File: config.mk
export PLATFORM = sky130hd
export DESIGN_NAME = uart_cmd_rx_flat
export DESIGN_NICKNAME = d
export VERILOG_FILES = /design/src/rtl/uart_cmd_rx_if.sv /design/src/rtl/uart_cmd_rx.sv /design/src/flat_wrapper.sv
export SDC_FILE = /design/constraint.sdc
export NUM_CORES = 1
export LEC_CHECK = 0
export ABC_AREA = 1
export CORE_MARGIN = 4
export CORE_UTILIZATION = 55
export CTS_CLUSTER_SIZE = 12
export DETAILED_ROUTE_END_ITERATION = 12
export GPL_TIMING_DRIVEN = 1
export PLACE_DENSITY = 0.76
export RECOVER_POWER = 100
export SLEW_MARGIN = 25
export SYNTH_ARGS = -nofsm -noshare
export SYNTH_HDL_FRONTEND = slang
export SYNTH_SLANG_ARGS = --single-unit
File: constraint.sdc
create_clock -name clk -period 2.25 [get_ports clk]
set_input_delay 0.3375 -clock clk [delete_from_list [all_inputs] [get_ports clk]]
set_output_delay 0.3375 -clock clk [all_outputs]
set_load 0.05 [all_outputs]
File: src/rtl/uart_cmd_rx_if.sv
// Command handshake between the UART command receiver (master) and its consumer (slave).
interface uart_cmd_rx_if;
    logic [15:0] cmd;
    logic        cmd_rdy;
    logic        frm_err;
    logic        clr_cmd_rdy;

    modport master (output cmd, output cmd_rdy, output frm_err, input clr_cmd_rdy);
    modport slave  (input cmd, input cmd_rdy, input frm_err, output clr_cmd_rdy);
endinterface

File: src/rtl/uart_cmd_rx.sv
// 8N1 UART receiver packing byte pairs (high byte first) into 16-bit commands.
// Optional inter-byte timeout enabled by defining CMD_BYTE_TIMEOUT_EN.
module uart_cmd_rx #(
    parameter int BAUD_DIV     = 2604,
    parameter int TIMEOUT_CLKS = 1_000_000
) (
    input  logic          clk,
    input  logic          rst_n,
    input  logic          RX,
    uart_cmd_rx_if.master bus
);

    localparam int CNT_W = $clog2(BAUD_DIV);

    typedef enum logic [2:0] {B_IDLE, B_START, B_DATA, B_STOP, B_BREAK} bit_state_t;
    typedef enum logic       {P_HI, P_LO} pair_state_t;

    generate
        if (BAUD_DIV < 8 || TIMEOUT_CLKS < 2) begin : g_param_check
            $error("uart_cmd_rx: BAUD_DIV must be >= 8 and TIMEOUT_CLKS >= 2");
        end
    endgenerate

    logic              r_rx_meta, r_rx_sync, r_rx_prev;
    logic              w_start_det;
    bit_state_t        r_bit_state, w_bit_nxt;
    logic [CNT_W-1:0]  r_baud_cnt, w_baud_nxt;
    logic [2:0]        r_bit_idx, w_idx_nxt;
    logic [7:0]        r_shift, w_shift_nxt;
    logic              w_baud_zero, w_byte_done, w_frm_err;
    pair_state_t       r_pair, w_pair_nxt;
    logic              w_hi_load, w_cmd_load, w_timeout;
    logic [7:0]        r_hi_byte;
    logic [15:0]       r_cmd;
    logic              r_cmd_rdy, r_frm_err;

    // Two-flop synchroniser plus one more stage for falling-edge detection; idle level is 1.
    always_ff @(posedge clk or negedge rst_n) begin
        if (!rst_n) begin
            r_rx_meta <= 1'b1;
            r_rx_sync <= 1'b1;
            r_rx_prev <= 1'b1;
        end else begin
            r_rx_meta <= RX;
            r_rx_sync <= r_rx_meta;
            r_rx_prev <= r_rx_sync;
        end
    end

    assign w_start_det = r_rx_prev & ~r_rx_sync;
    assign w_baud_zero = (r_baud_cnt == '0);

    always_ff @(posedge clk or negedge rst_n) begin
        if (!rst_n) r_bit_state <= B_IDLE;
        else        r_bit_state <= w_bit_nxt;
    end

    always_comb begin
        w_bit_nxt   = r_bit_state;
        w_baud_nxt  = w_baud_zero ? r_baud_cnt : r_baud_cnt - 1'b1;
        w_idx_nxt   = r_bit_idx;
        w_shift_nxt = r_shift;
        w_byte_done = 1'b0;
        w_frm_err   = 1'b0;
        case (r_bit_state)
            B_IDLE: begin
                if (w_start_det) begin
                    w_baud_nxt = CNT_W'(BAUD_DIV / 2);
                    w_bit_nxt  = B_START;
                end
            end
            B_START: begin
                if (w_baud_zero) begin
                    if (r_rx_sync) begin
                        w_bit_nxt = B_IDLE;
                    end else begin
                        w_baud_nxt = CNT_W'(BAUD_DIV - 1);
                        w_idx_nxt  = 3'd0;
                        w_bit_nxt  = B_DATA;
                    end
                end
            end
            B_DATA: begin
                if (w_baud_zero) begin
                    w_shift_nxt = {r_rx_sync, r_shift[7:1]};
                    w_baud_nxt  = CNT_W'(BAUD_DIV - 1);
                    if (r_bit_idx == 3'd7) w_bit_nxt = B_STOP;
                    else                   w_idx_nxt = r_bit_idx + 3'd1;
                end
            end
            B_STOP: begin
                if (w_baud_zero) begin
                    if (r_rx_sync) begin
                        w_byte_done = 1'b1;
                        w_bit_nxt   = B_IDLE;
                    end else begin
                        w_frm_err = 1'b1;
                        w_bit_nxt = B_BREAK;
                    end
                end
            end
            B_BREAK: begin
                // Line held low after a bad stop bit: re-arm only once it returns high.
                if (r_rx_sync) w_bit_nxt = B_IDLE;
            end
            default: w_bit_nxt = B_IDLE;
        endcase
    end

    always_ff @(posedge clk or negedge rst_n) begin
        if (!rst_n) begin
            r_baud_cnt <= '0;
            r_bit_idx  <= 3'd0;
            r_shift    <= 8'h00;
        end else begin
            r_baud_cnt <= w_baud_nxt;
            r_bit_idx  <= w_idx_nxt;
            r_shift    <= w_shift_nxt;
        end
    end

`ifdef CMD_BYTE_TIMEOUT_EN
    localparam int TO_W = $clog2(TIMEOUT_CLKS);
    logic [TO_W-1:0] r_to_cnt;
    logic            r_to_run;

    assign w_timeout = r_to_run && (r_to_cnt == TO_W'(TIMEOUT_CLKS - 1));

    always_ff @(posedge clk or negedge rst_n) begin
        if (!rst_n) begin
            r_to_run <= 1'b0;
            r_to_cnt <= '0;
        end else if (w_hi_load) begin
            r_to_run <= 1'b1;
            r_to_cnt <= '0;
        end else if (w_start_det || r_pair != P_LO || w_timeout) begin
            r_to_run <= 1'b0;
        end else if (r_to_run) begin
            r_to_cnt <= r_to_cnt + 1'b1;
        end
    end
`else
    assign w_timeout = 1'b0;
`endif

    always_ff @(posedge clk or negedge rst_n) begin
        if (!rst_n) r_pair <= P_HI;
        else        r_pair <= w_pair_nxt;
    end

    always_comb begin
        w_pair_nxt = r_pair;
        w_hi_load  = 1'b0;
        w_cmd_load = 1'b0;
        if (w_frm_err) begin
            w_pair_nxt = P_HI;
        end else if (w_byte_done) begin
            if (r_pair == P_HI) begin
                w_hi_load  = 1'b1;
                w_pair_nxt = P_LO;
            end else begin
                w_cmd_load = 1'b1;
                w_pair_nxt = P_HI;
            end
        end else if (w_timeout) begin
            w_pair_nxt = P_HI;
        end
    end

    // A new command always lands, even over an unconsumed one; set beats clear.
    always_ff @(posedge clk or negedge rst_n) begin
        if (!rst_n) begin
            r_hi_byte <= 8'h00;
            r_cmd     <= 16'h0000;
            r_cmd_rdy <= 1'b0;
            r_frm_err <= 1'b0;
        end else begin
            r_frm_err <= w_frm_err;
            if (w_hi_load)  r_hi_byte <= r_shift;
            if (w_cmd_load) r_cmd     <= {r_hi_byte, r_shift};
            if (w_cmd_load)            r_cmd_rdy <= 1'b1;
            else if (bus.clr_cmd_rdy)  r_cmd_rdy <= 1'b0;
        end
    end

    assign bus.cmd     = r_cmd;
    assign bus.cmd_rdy = r_cmd_rdy;
    assign bus.frm_err = r_frm_err;

endmodule

File: src/flat_wrapper.sv
// flat-port wrapper written by rule: the top's interface ports become plain ports
module uart_cmd_rx_flat 
#(
    parameter int BAUD_DIV     = 2604,
    parameter int TIMEOUT_CLKS = 1_000_000
)
  (clk, rst_n, RX, bus_cmd, bus_cmd_rdy, bus_frm_err, bus_clr_cmd_rdy);
  uart_cmd_rx_if bus_i ();
  input  logic clk;
  input  logic rst_n;
  input  logic RX;
  output wire logic [$bits(bus_i.cmd)-1:0] bus_cmd;
  output wire logic [$bits(bus_i.cmd_rdy)-1:0] bus_cmd_rdy;
  output wire logic [$bits(bus_i.frm_err)-1:0] bus_frm_err;
  input wire logic [$bits(bus_i.clr_cmd_rdy)-1:0] bus_clr_cmd_rdy;
  assign bus_cmd = bus_i.cmd;
  assign bus_cmd_rdy = bus_i.cmd_rdy;
  assign bus_frm_err = bus_i.frm_err;
  assign bus_i.clr_cmd_rdy = bus_clr_cmd_rdy;
  uart_cmd_rx #(.BAUD_DIV(BAUD_DIV), .TIMEOUT_CLKS(TIMEOUT_CLKS)) u_core (.clk(clk), .rst_n(rst_n), .RX(RX), .bus(bus_i));
endmodule
-- Yosys cells after proc, flatten, opt, wreduce, memory -nomap -nowiden
Index checks and enable logic that the tools add are counted.
- shift-type cells: 0
- order comparisons: 0
- add/subtract/negate cells: 2
- mux-type cells: 36
- divide/modulo/power cells: 0
- bitwise gates (word level): 2
- reduce and logical (&&, ||, !) cells: 8
- equality and inequality tests: 13
- multipliers: 0
- operator list (cell ; count):
    2-to-1 mux 12 bit ; 5
    one-hot mux 12 bit (3 select lines) ; 1
    2-to-1 mux 3 bit ; 11
    2-to-1 mux 1 bit ; 16
    one-hot mux 3 bit (5 select lines) ; 1
    logical NOT 12 bit ; 1
    inequality test 2 x 1 -> 1 bit (second input constant) ; 6
    subtractor 12 x 1 -> 12 bit (second input constant) ; 1
    equality test 3 x 2 -> 1 bit (second input constant) ; 2
    equality test 3 bit (second input constant) ; 2
    one-hot mux 3 bit (2 select lines) ; 1
    AND reduction 6 bit ; 1
    nonzero test 2 bit ; 3
    AND reduction 5 bit ; 1
    inequality test 2 bit (second input constant) ; 2
    adder 3 x 1 -> 3 bit (second input constant) ; 1
    equality test 3 x 1 -> 1 bit (second input constant) ; 1
    logical NOT 3 bit ; 1
    2-to-1 mux 2 bit ; 1
    AND reduction 2 bit ; 1
    bitwise AND 1 bit ; 1
    NOT 1 bit ; 1
- bits in latches: 0
- logic and storage cells: 73
- input bits: 4
- bits in read-only memories: 0
- memory bits (writable): 0
- memories kept: 0
- output and inout bits: 18
- flip-flop bits (word level): 56

-- Depth between registers and ports, before layout
Gate-level depths: netlist of run 1.
- depth in word-level cells: 6
- mapped depth: 11
- gate-level depth less buffers: 10

-- Least setup slack after synthesis of run 1
OpenSTA, ideal clock, no wires.
- path type: flip-flop to flip-flop
- start: register u_core.r_baud_cnt[0]
- end: register u_core.r_cmd[10] (netlist: u_core.bus.cmd[10])
- arrival: 1.498 ns
- library setup time: 0.119 ns
- data required time: 2.131 ns
- clock period less this slack: 1.617 ns
- setup slack: 0.633 ns
- stages on the path, launching flop included: 11
- path buffers: 1
- path through: dfrtp_1 inv_1 ha_1 nand2_1 nor2_1 nand2_1 nor3_4 nand2_4 buf_6 nand2_1 nand2_1
- word-level cells in the longest chain between the ends: 5
- elaborated cells on any way between the ends: 7
- classes of those cells: 6 x mux; 1 x reduce/logical
- ends and longest elaborated chain (what ; line ; source):
    from (decl) ; uart_cmd_rx.sv:27 ; logic [CNT_W-1:0] r_baud_cnt, w_baud_nxt;
    from (signal assigned) ; uart_cmd_rx.sv:116 ; r_baud_cnt <= w_baud_nxt;
    logical NOT 12 bit * ; uart_cmd_rx.sv:51 ; assign w_baud_zero = (r_baud_cnt == '0);
    2-to-1 mux 1 bit ; uart_cmd_rx.sv:92 ; if (w_baud_zero) begin
    2-to-1 mux 1 bit ; uart_cmd_rx.sv:65 ; case (r_bit_state)
    2-to-1 mux 1 bit ; uart_cmd_rx.sv:157 ; end else if (w_byte_done) begin
    2-to-1 mux 1 bit * ; uart_cmd_rx.sv:155 ; if (w_frm_err) begin
    to (signal assigned) ; uart_cmd_rx.sv:180 ; if (w_cmd_load) r_cmd <= {r_hi_byte, r_shift};
    to (decl) ; uart_cmd_rx.sv:34 ; logic [15:0] r_cmd;
Mark *: on every way between the ends. The rest lies on a longest branch, timed or not.
A chain may end at the register's enable or synchronous reset.

-- Final worst setup path of run 1
- start: register u_core.r_baud_cnt[0]
- end: register u_core.r_bit_idx[0]
- word-level cells in the longest chain between the ends: 3
- elaborated cells on any way between the ends: 4
- classes of those cells: 2 x eq/ne; 2 x reduce/logical
- ends and longest elaborated chain (what ; line ; source):
    logical NOT 12 bit * ; uart_cmd_rx.sv:51 ;
    inequality test 2 x 1 -> 1 bit (no source line) ; -- ;
    AND reduction 5 bit (no source line) * ; -- ;
    to (signal assigned) ; uart_cmd_rx.sv:117 ; r_bit_idx <= w_idx_nxt;
    to (decl) ; uart_cmd_rx.sv:28 ; logic [2:0] r_bit_idx, w_idx_nxt;
Marks and branches as above.

==> results of run 1 <==
-- through the flow --
| step | total power, mW | hold WS [ns] | util (%) |
|---|---|---|---|
| finish | 2.67 | 0.367 | 67.4 |
| detailed placement | 2.00 | 0.348 | 64.9 |
| floorplan | 1.81 | 0.0419 | - |
| global placement | 1.97 | 0.346 | 64.9 |
| CTS | 2.70 | 0.136 | 67.6 |
| global route | 2.88 | 0.379 | 67.4 |
-- sequential cells by signal, indices dropped and copies added, names as in the netlist --
signal              flops
u_core.r_pair           1
u_core.r_baud_cnt      12
u_core.r_rx_sync        1
u_core.r_rx_meta        1
u_core.r_rx_prev        1
u_core.r_bit_state      3
u_core.bus.frm_err      1
u_core.r_shift          8
u_core.r_bit_idx        3
u_core.bus.cmd         16
u_core.r_hi_byte        8
u_core.bus.cmd_rdy      1
-- cell families after synthesis --
family	after synthesis	synth area share, %
AO/OA/AOI/OAI	18	3.64
flip-flops	56	53.1
buffers and inverters	34	5.44
XOR/XNOR	3	0.994
AND/OR/NAND/NOR	211	34.4
adder cells (fa/ha/maj)	5	2.37
-- worst min path at each step --
stage	from	to	slack [ns]	depth (start not counted)
detailed placement	u_core.r_rx_meta	u_core.r_rx_sync	0.35	0
global route	u_core.r_rx_meta	u_core.r_rx_sync	0.38	0
floorplan	rst_n	u_core.bus.cmd[0]	0.04	0
finish	u_core.r_rx_meta	u_core.r_rx_sync	0.37	0
CTS	rst_n	u_core.r_baud_cnt[9]	0.14	1
global placement	u_core.r_rx_meta	u_core.r_rx_sync	0.35	0
-- cell type report --
cell class                      instances  area (sq um)  area share [%]
Inverter                               28           105            3.46
Multi-Input combinational cell        237          1090            36.0
Clock buffer                            6          82.6            2.72
Sequential cell                        56          1410            46.3
Clock inverter                          2          38.8            1.28
Timing Repair Buffer                   27           244            8.04
Tap cell                               52          65.1            2.14
-- power groups by stage --
stage | clock network (mW) | logic, mW | registers [mW]
2_1_floorplan | 0 | 0.584 | 1.23
6_report | 0.685 | 0.752 | 1.23
3_3_place_gp | 0 | 0.725 | 1.25
3_5_place_dp | 0 | 0.744 | 1.25
5_1_grt | 0.751 | 0.882 | 1.25
4_1_cts | 0.714 | 0.757 | 1.23
-- Yosys cell counts (all sizes together) --
master / instances
o21ai: 15
nor3: 3
or2: 1
nor2: 28
inv: 25
clkinv: 3
nor3b: 1
a31o: 1
xor2: 3
a21oi: 1
nand3: 50
nand2: 124
a21o: 1
ha: 5
dfstp: 3
nand4: 4
clkbuf: 2
buf: 4
dfrtp: 53
-- critical path, stage by stage (launching register included) --
cell and delay [ns]:
dfrtp_1 0.42, inv_1 0.10, ha_1 0.21, nand2_1 0.07
nor2_1 0.10, nand2_1 0.11, buf_4 0.20, inv_1 0.12
nand3_1 0.19, o21ai_0 0.24, inv_1 0.06
-- routing by layer --
metal	wire, um	global-route usage [%]
met2	2440	30.7
met4	74	5.87
met1	2610	28.9
met5	0	0
met3	243	3.70
==> metrics.csv, run 1 <==
metric,value,unit
outcome,"complete, but fails checks",
violated checks,"capacitance limit, slew limit",
endpoints failing setup,0,
register area share after synthesis,53.1,%
combinational share of power,28.2,%
R2R Setup Slk,0.34,ns
I/O pin count,22,
Pwr Density,880,nW/um^2
Vias,2188,
port bufs,21,
Finished Layout Cells,408,
Final #Nets,364,
DRC,0,
Crit. Startpoint,u_core.r_baud_cnt[0],
Worst setup EP type,flop,
core box area,4500,sq um
CTS buffer count,5,
Setup TNS Final,0,ns
Mean Syn Cell Area,8.09,sq um
antenna violations before repair,0,
worst endpoint data arrival time,2.11,ns
Initial Utilization,58.7,%
Clock Skew,0.00852,ns
placed instance count,400,
slew margin rel.,-28.4,%
Die W,77.4,um
Hold/Removal Path Class,flop to flop,
number of global-route vias before repair,2105,
Clk pwr share,25.7,%
Syn Inst Count,327,
first-pass GRT wire length,9760,um
RR Endpoint,u_core.r_bit_idx[0],
R2R cell count,10,
routed wire length,5360,um
Die Area,5980,sq um
"most common cell after layout, fill and taps aside",nand2_1,
P_sw,0.934,mW
most frequent cells in the layout,"122 x nand2_1, 53 x dfrtp_1, 50 x nand3_1",
setup slack at placement,0.389,ns
H-tree lvl count,2,
routed length per placed instance,13.1,um
"Max FO, Critical Path",10,
top cell type's share of synthesized area,50.1,%
Slew @ Worst Pin,1.93,ns
Vias per Instance,5.36,
Max Clk Rate,523,MHz
root buffer cell,clkbuf_8,
GPL Wtd Cong,0.829,
Post-Syn Nets,336,
Reg power frac,46.2,%
Pins Over Slew Limit,37,
"Distinct cells, synth",26,
RSZ-0062 raised after global routing,false,
grt ovf,0,
row count,24,
Final WS setup,0.337,ns
antenna cells,0,
maximum vdd drop,0.528,mV
fin crit share,85.0,%
largest net degree at the start of global routing,37,
Layout area overhead,14.7,%
gr usage total,19.9,%
Sw Ratio,35.0,%
CTS sink cnt,56,
hold buffers post-CTS,0,
Worst-Skew Late Latency,0.31,ns
post-CTS sizing,0,
dpl cell area,2920,sq um
postcts setup bufs,0,
#FFs+latches synth,56,
Max Cap Violations,1,
worst path required time,2.45,ns
crit start category,flop,
synth top area cells,"dfrtp_1 50%, nand2_1 17%, nand3_1 9.5%",
Yosys top cell by area,dfrtp_1,
reg2reg start,u_core.r_baud_cnt[0],
Pre-antenna DRT Iters,4,
Int Pwr,1.74,mW
layout cells sized above 1,6.74,%
final hold vios,0,
FILL cells,400,
Max Root-Sink Buffers,2,
DP Wirelength,3800,um
CTS tree,yes,
clk slew on worst S/H paths,0.09,ns
crit path capture,u_core.r_bit_idx[0],
Ys Warns,0,
Mapped Area,2650,sq um
Leakage Power,1.69,nW
design area,3030,sq um
min Tclk post-route,1.91,ns
Final ANT Viol Nets,0,
Die Height,77.4,um
crit path kind,flop to flop,
drt initial violations,141,
Power figures use the tool's default switching activity.
==> inputs of run 2 (changes only) <==
- ABC_AREA: 1 -> 0
- PLACE_DENSITY: 0.76 -> 0.77
==> run 2 against run 1 <==
Against the previous run: largest power group unchanged; register-to-register slack worse by 0.24 ns; count of clock-buffer cells in the layout stayed put; critical endpoint is now u_core.r_baud_cnt[0]; global-route usage is 0.098 points lower; sequential share of layout area is 0.67 points higher; critical path type unchanged; power is 10% lower; sequential cell count stayed put; the flow now finishes without violations; clock power is 22% lower; maximum frequency is 11% lower.
==> metrics.csv, run 2 <==
metric,value,unit,change
Clock Skew,0.0109,ns,+0.00242 ns
"Max FO, Critical Path",3,,-7
commonest register cell after synthesis,dfrtp_1,,
most frequent cells in the layout,"50 x dfrtp_1, 32 x mux2_2, 18 x dlygate4sd3_1",,
crit path kind,flop to flop,,
Die W,75.1,um,-2.9%
final hold vios,0,,unchanged
Slew @ Worst Pin,0.875,ns,-1.05 ns
Max Root-Sink Buffers,2,,unchanged
clk slew on worst S/H paths,0.09,ns,about the same
root buffer cell,clkbuf_8,,
fin crit share,95.8,%,+11 points
largest net degree at the start of global routing,23,,-38%
DP Wirelength,3650,um,-4.2%
layout cells sized above 1,32.7,%,+26 points
CTS buffer count,5,,unchanged
Final ANT Viol Nets,0,,unchanged
gr usage total,19.8,%,-0.098 points
Max Cap Violations,0,,-1
maximum vdd drop,0.525,mV,-0.59%
dpl cell area,2860,sq um,-2.2%
CTS sink cnt,56,,unchanged
Initial Utilization,56.9,%,-1.9 points
max reg flops,16,,unchanged
Worst-Skew Late Latency,0.31,ns,about the same
routed length per placed instance,16.9,um,+29%
Yosys top cell by area,dfrtp_1,,
FILL cells,306,,-24%
Vias per Instance,5.95,,+11%
Post-Syn Nets,208,,-38%
slew margin rel.,41.7,%,+70 points
first-pass GRT wire length,8390,um,-14%
Finished Layout Cells,297,,-27%
min Tclk post-route,2.16,ns,+0.243 ns
Die Area,5640,sq um,-5.7%
worst path required time,2.45,ns,about the same
Final Power,2.40,mW,-10%
GPL Wtd Cong,0.943,,+14%
outcome,completed,,
endpoints failing setup,0,,unchanged
Syn Inst Count,199,,-39%
H-tree lvl count,2,,unchanged
Vias,1767,,-19%
DRC,0,,unchanged
Mean Syn Cell Area,12.4,sq um,+54%
crit start category,flop,,
Max Clk Rate,464,MHz,-11%
design area,3000,sq um,-1.2%
CTS tree,yes,,
placed instance count,282,,-30%
Post-synth top cells,"53 x dfrtp_1, 32 x mux2_2, 12 x a21oi_1",,
worst endpoint data arrival time,2.36,ns,+0.25 ns
drt initial violations,114,,-19%
number of global-route vias before repair,1732,,-18%
final hold slack,0.371,ns,+0.00463 ns
Worst setup EP type,flop,,
top cell type's share of synthesized area,53.6,%,+3.4 points
synth top area cells,"dfrtp_1 54%, mux2_2 15%, dfstp_2 3.2%",,
register area share after synthesis,56.7,%,+3.6 points
Pins Over Slew Limit,0,,-100%
#FFs+latches synth,56,,unchanged
most frequent cell after synthesis,dfrtp_1,,
"Distinct cells, synth",43,,+65%
grt ovf,0,,unchanged
Ys Warns,0,,unchanged
Pre-antenna DRT Iters,4,,unchanged
Setup TNS Final,0,ns,unchanged
number of synthesized flops with an enable pin,0,,unchanged
antenna violations before repair,0,,unchanged
row count,24,,unchanged
I/O pin count,22,,unchanged
core box area,4350,sq um,-3.3%
Layout area overhead,21.1,%,
Final #Nets,253,,-30%
routed wire length,5030,um,-6.1%
Die Height,75.1,um,-2.9%
"most common cell after layout, fill and taps aside",dfrtp_1,,
antenna cells,0,,unchanged
Mapped Area,2480,sq um,-6.4%
Pwr Density,801,nW/um^2,-8.9%
Hold/Removal Path Class,flop to flop,,
ys async rst share,100,%,unchanged
port bufs,21,,unchanged
Leakage Power,1.43,nW,-15%
==> run 2: cell count changes after synthesis, sizes merged, moves of 9 or more <==
| cell | before | now |
|---|---|---|
| mux2 | 0 | 33 |
| a21oi | 1 | 12 |
| nor2 | 28 | 7 |
| nand2 | 124 | 8 |
| inv | 25 | 7 |
| o21ai | 15 | 6 |
| nand3 | 50 | 4 |
==> run 2: through the flow <==
stage,util (%),setup WS [ns]
CTS,67.8,0.00987
floorplan,-,-0.147
global placement,65.6,0.0955
detailed placement,65.6,0.0194
global route,68.9,-0.0219
finish,68.9,0.0936
==> run 2: worst paths after layout <==
check,cells after the start,endpoint,slack [ns],startpoint
worst min register to register,0,u_core.r_rx_sync,0.37,u_core.r_rx_meta
worst min-delay path,0,u_core.r_rx_sync,0.37,u_core.r_rx_meta
min in group asynchronous,2,u_core.r_baud_cnt[9],0.66,rst_n
max in group asynchronous,3,u_core.bus.cmd_rdy,0.56,rst_n
worst max register to register,7,u_core.r_baud_cnt[0],0.09,u_core.r_baud_cnt[5]
worst max-delay path,7,u_core.r_baud_cnt[0],0.09,u_core.r_baud_cnt[5]
==> run 2: cells by family after synthesis <==
| kind of cell | count (synthesis) | share of synthesized area, % |
|---|---|---|
| simple gates | 56 | 14.0 |
| flops | 56 | 56.7 |
| compound gates | 36 | 9.40 |
| mux | 33 | 15.2 |
| buf+inv | 13 | 2.12 |
| fa+ha+maj | 5 | 2.53 |
==> run 2: area by class of cell <==
type / count / area (sq um) / share of cell area (%)
inverter: 7 / 28.8 / 0.960
tap: 52 / 65.1 / 2.17
clock buffer: 6 / 72.6 / 2.42
sequential: 56 / 1410 / 47.0
clock inverter: 2 / 13.8 / 0.459
multi-input combinational: 130 / 1050 / 34.9
timing repair buffer: 44 / 364 / 12.1
==> run 2: report_power, final <==
| group | internal (mW) | switching [mW] |
|---|---|---|
| Combinational | 0.311 | 0.295 |
| Clock | 0.222 | 0.312 |
| Sequential | 1.12 | 0.141 |
==> run 2: worst max-delay path, stage by stage, from the launching register on <==
cell and delay [ns]:
dfrtp_2 0.43, or4_4 0.57, nor4_4 0.35, inv_4 0.07, ha_4 0.23, a21oi_2 0.13, o22ai_1 0.08, a41o_1 0.21
==> run 2: what timing repair did <==
action	4_1_cts	5_1_grt
hold buffers	1	0
hold endpoints to repair	13	0
setup buffers	0	6
setup endpoints to repair	0	32
gates resized for setup	0	8
==> run 2: metal layers <==
layer  track usage (%)  routed length (um)  up-vias
li1                  -                   -      820
met1              27.8                2160      876
met2              30.5                2530       61
met3              5.61                 272       10
met4              5.14                  79        0
met5                 0                   0        -
==> inputs of run 3 (changes only) <==
- CORE_MARGIN: 4 -> 3
==> run 3 against run 2 <==
Against the previous run: core utilization is 2.5 points higher; sequential power hardly changed; cell count is 2.4% lower; critical path type unchanged.
==> metrics.csv, run 3 (synthesis gave the netlist of run 2 again) <==
metric,value,unit,change
outcome,completed,,
gr busiest metal,met2,,
RSZ-0062 raised after global routing,true,,
crit path kind,flop to flop,,
row count,23,,-4.2%
Int Pwr,1.61,mW,-2.5%
Clock Skew,0.0102,ns,-0.000786 ns
Pre-antenna DRT Iters,4,,unchanged
Sw Ratio,32.6,%,+1.5 points
layout cells sized above 1,32.1,%,-0.57 points
antenna cells,0,,unchanged
Final ANT Viol Nets,0,,unchanged
port bufs,21,,unchanged
worst endpoint data arrival time,2.45,ns,+0.09 ns
Reg power frac,53.0,%,+0.4 points
routed wire length,5310,um,+5.5%
Worst setup EP type,flop,,
core box area,4170,sq um,-4.2%
CP top delay family,simple AND/OR/NAND/NOR gates,,
P_sw,0.781,mW,+4.3%
Die Area,5340,sq um,-5.3%
GR Util met2,34.6,%,+4.1 points
fin crit share,99.6,%,+3.7 points
Hold/Removal Path Class,primary input to asynchronous set/reset pin,,
Pins Over Slew Limit,0,,unchanged
combinational share of power,23.9,%,-1.3 points
Vias,1775,,+0.45%
met3 Track Usage GR,5.37,%,-0.24 points
setup slack at placement,-0.0406,ns,-0.0600 ns
"most common cell after layout, fill and taps aside",dfrtp_1,,
routed length per placed instance,18.3,um,+8.0%
Final WS setup,0.00971,ns,-0.0838 ns
Final #Nets,248,,-2.0%
Initial Utilization,59.3,%,+2.5 points
min Tclk post-route,2.24,ns,+0.0838 ns
worst path buffer plus inverter count,2,,+1
slew margin rel.,10.8,%,-31 points
grt ovf,0,,unchanged
Slew @ Worst Pin,1.34,ns,+0.463 ns
CTS sink cnt,56,,unchanged
most frequent cells in the layout,"53 x dfrtp_1, 32 x mux2_2, 15 x dlygate4sd3_1",,
Die W,73.1,um,-2.7%
maximum vdd drop,0.499,mV,-4.9%
DP Wirelength,3790,um,+4.0%
"Max FO, Critical Path",4,,+1
Layout area overhead,20.3,%,
Most common cell on crit path,ha_4,,
hold buffers post-CTS,0,,-1
multi-input logic area,1060,sq um,+1.8%
antenna violations before repair,0,,unchanged
Die Height,73.1,um,-2.7%
gr usage total,21.3,%,+1.5 points
GR Util met1,28.3,%,+0.53 points
Vias per Instance,6.12,,+2.9%
I/O pin count,22,,unchanged
Clk pwr share,23.1,%,+0.9 points
CP Cell Sequence,inv_2 -> ha_4 -> or3b_4 -> nor4_4 -> inv_4 -> ha_4 -> a21oi_2 -> o22ai_1 -> a41o_1,,
H-tree lvl count,2,,unchanged
Worst path slowest cell,dfrtp_1,,
max reg flops,16,,unchanged
CTS tree,yes,,
CP peak stage delay,0.43,ns,-0.14 ns
endpoints failing setup,0,,unchanged
Reg area,1410,sq um,-0.27%
largest net degree at the start of global routing,33,,+43%
Max Cap Violations,0,,unchanged
R2R Setup Slk,0.01,ns,-0.08 ns
clk slew on worst S/H paths,0.09,ns,about the same
first-pass GRT wire length,8650,um,+3.1%
crit start category,flop,,
Max Root-Sink Buffers,2,,unchanged
number of global-route vias before repair,1771,,+2.3%
FILL cells,282,,-7.8%
final hold slack,0.296,ns,-0.0752 ns
Worst-Skew Late Latency,0.32,ns,about the same
worst path required time,2.46,ns,about the same
drt initial violations,166,,+46%
Pwr Density,804,nW/um^2,+0.28%
final hold vios,0,,unchanged
root buffer cell,clkbuf_8,,
GPL Wtd Cong,0.951,,+0.88%
CTS buffer count,5,,unchanged
Leakage Power,1.41,nW,-1.8%
DRC,0,,unchanged
Max Clk Rate,446,MHz,-3.7%
-- run 3: power by group through the flow --
stage,logic [mW],registers [mW],clock network [mW]
floorplan,0.344,1.24,0
global placement,0.476,1.25,0
detailed placement,0.511,1.27,0
CTS,0.515,1.26,0.560
global route,0.622,1.29,0.600
finish,0.572,1.27,0.552
-- run 3: final cells by class --
type,count,area share [%]
Tap cell,50,2.10
Inverter,7,0.966
Timing Repair Buffer,39,11.0
Multi-Input combinational cell,130,35.7
Clock inverter,2,0.546
Clock buffer,6,2.44
Sequential cell,56,47.2
-- run 3: path summary, 6_finish.rpt --
kind / depth (start not counted) / to / startpoint
max: 9 / u_core.r_baud_cnt[0] / u_core.r_baud_cnt[1]
min: 1 / u_core.r_baud_cnt[5] / rst_n
max reg2reg: 9 / u_core.r_baud_cnt[0] / u_core.r_baud_cnt[1]
min reg2reg: 0 / u_core.r_rx_sync / u_core.r_rx_meta
max in group asynchronous: 2 / u_core.r_bit_state[2] / rst_n
min in group clk: 0 / u_core.r_rx_sync / u_core.r_rx_meta
-- run 3: metal layers --
metal / routed length, um / vias to the layer above
li1: - / 809
met1: 2340 / 895
met2: 2590 / 61
met3: 303 / 10
met4: 74 / 0
met5: 0 / -
-- run 3: per-stage QoR --
stage | instances | power (mW) | setup TNS [ns] | utilization, % | instance area [sq um]
finish | 290 | 2.39 | 0 | 71.4 | 2980
CTS | 287 | 2.33 | 0 | 70.8 | 2950
detailed placement | 279 | 1.78 | -0.215 | 68.5 | 2860
global placement | 279 | 1.73 | 0 | 68.5 | 2860
floorplan | 199 | 1.59 | -0.648 | - | 2490
global route | 290 | 2.51 | -0.0633 | 71.4 | 2980
-- run 3: what timing repair did --
item,CTS,global route
buffers inserted,0,3
cloned,0,0
gates resized for setup,1,7
pin swaps,1,1
endpoints found under the hold margin,0,0
endpoints found under the setup margin,15,26
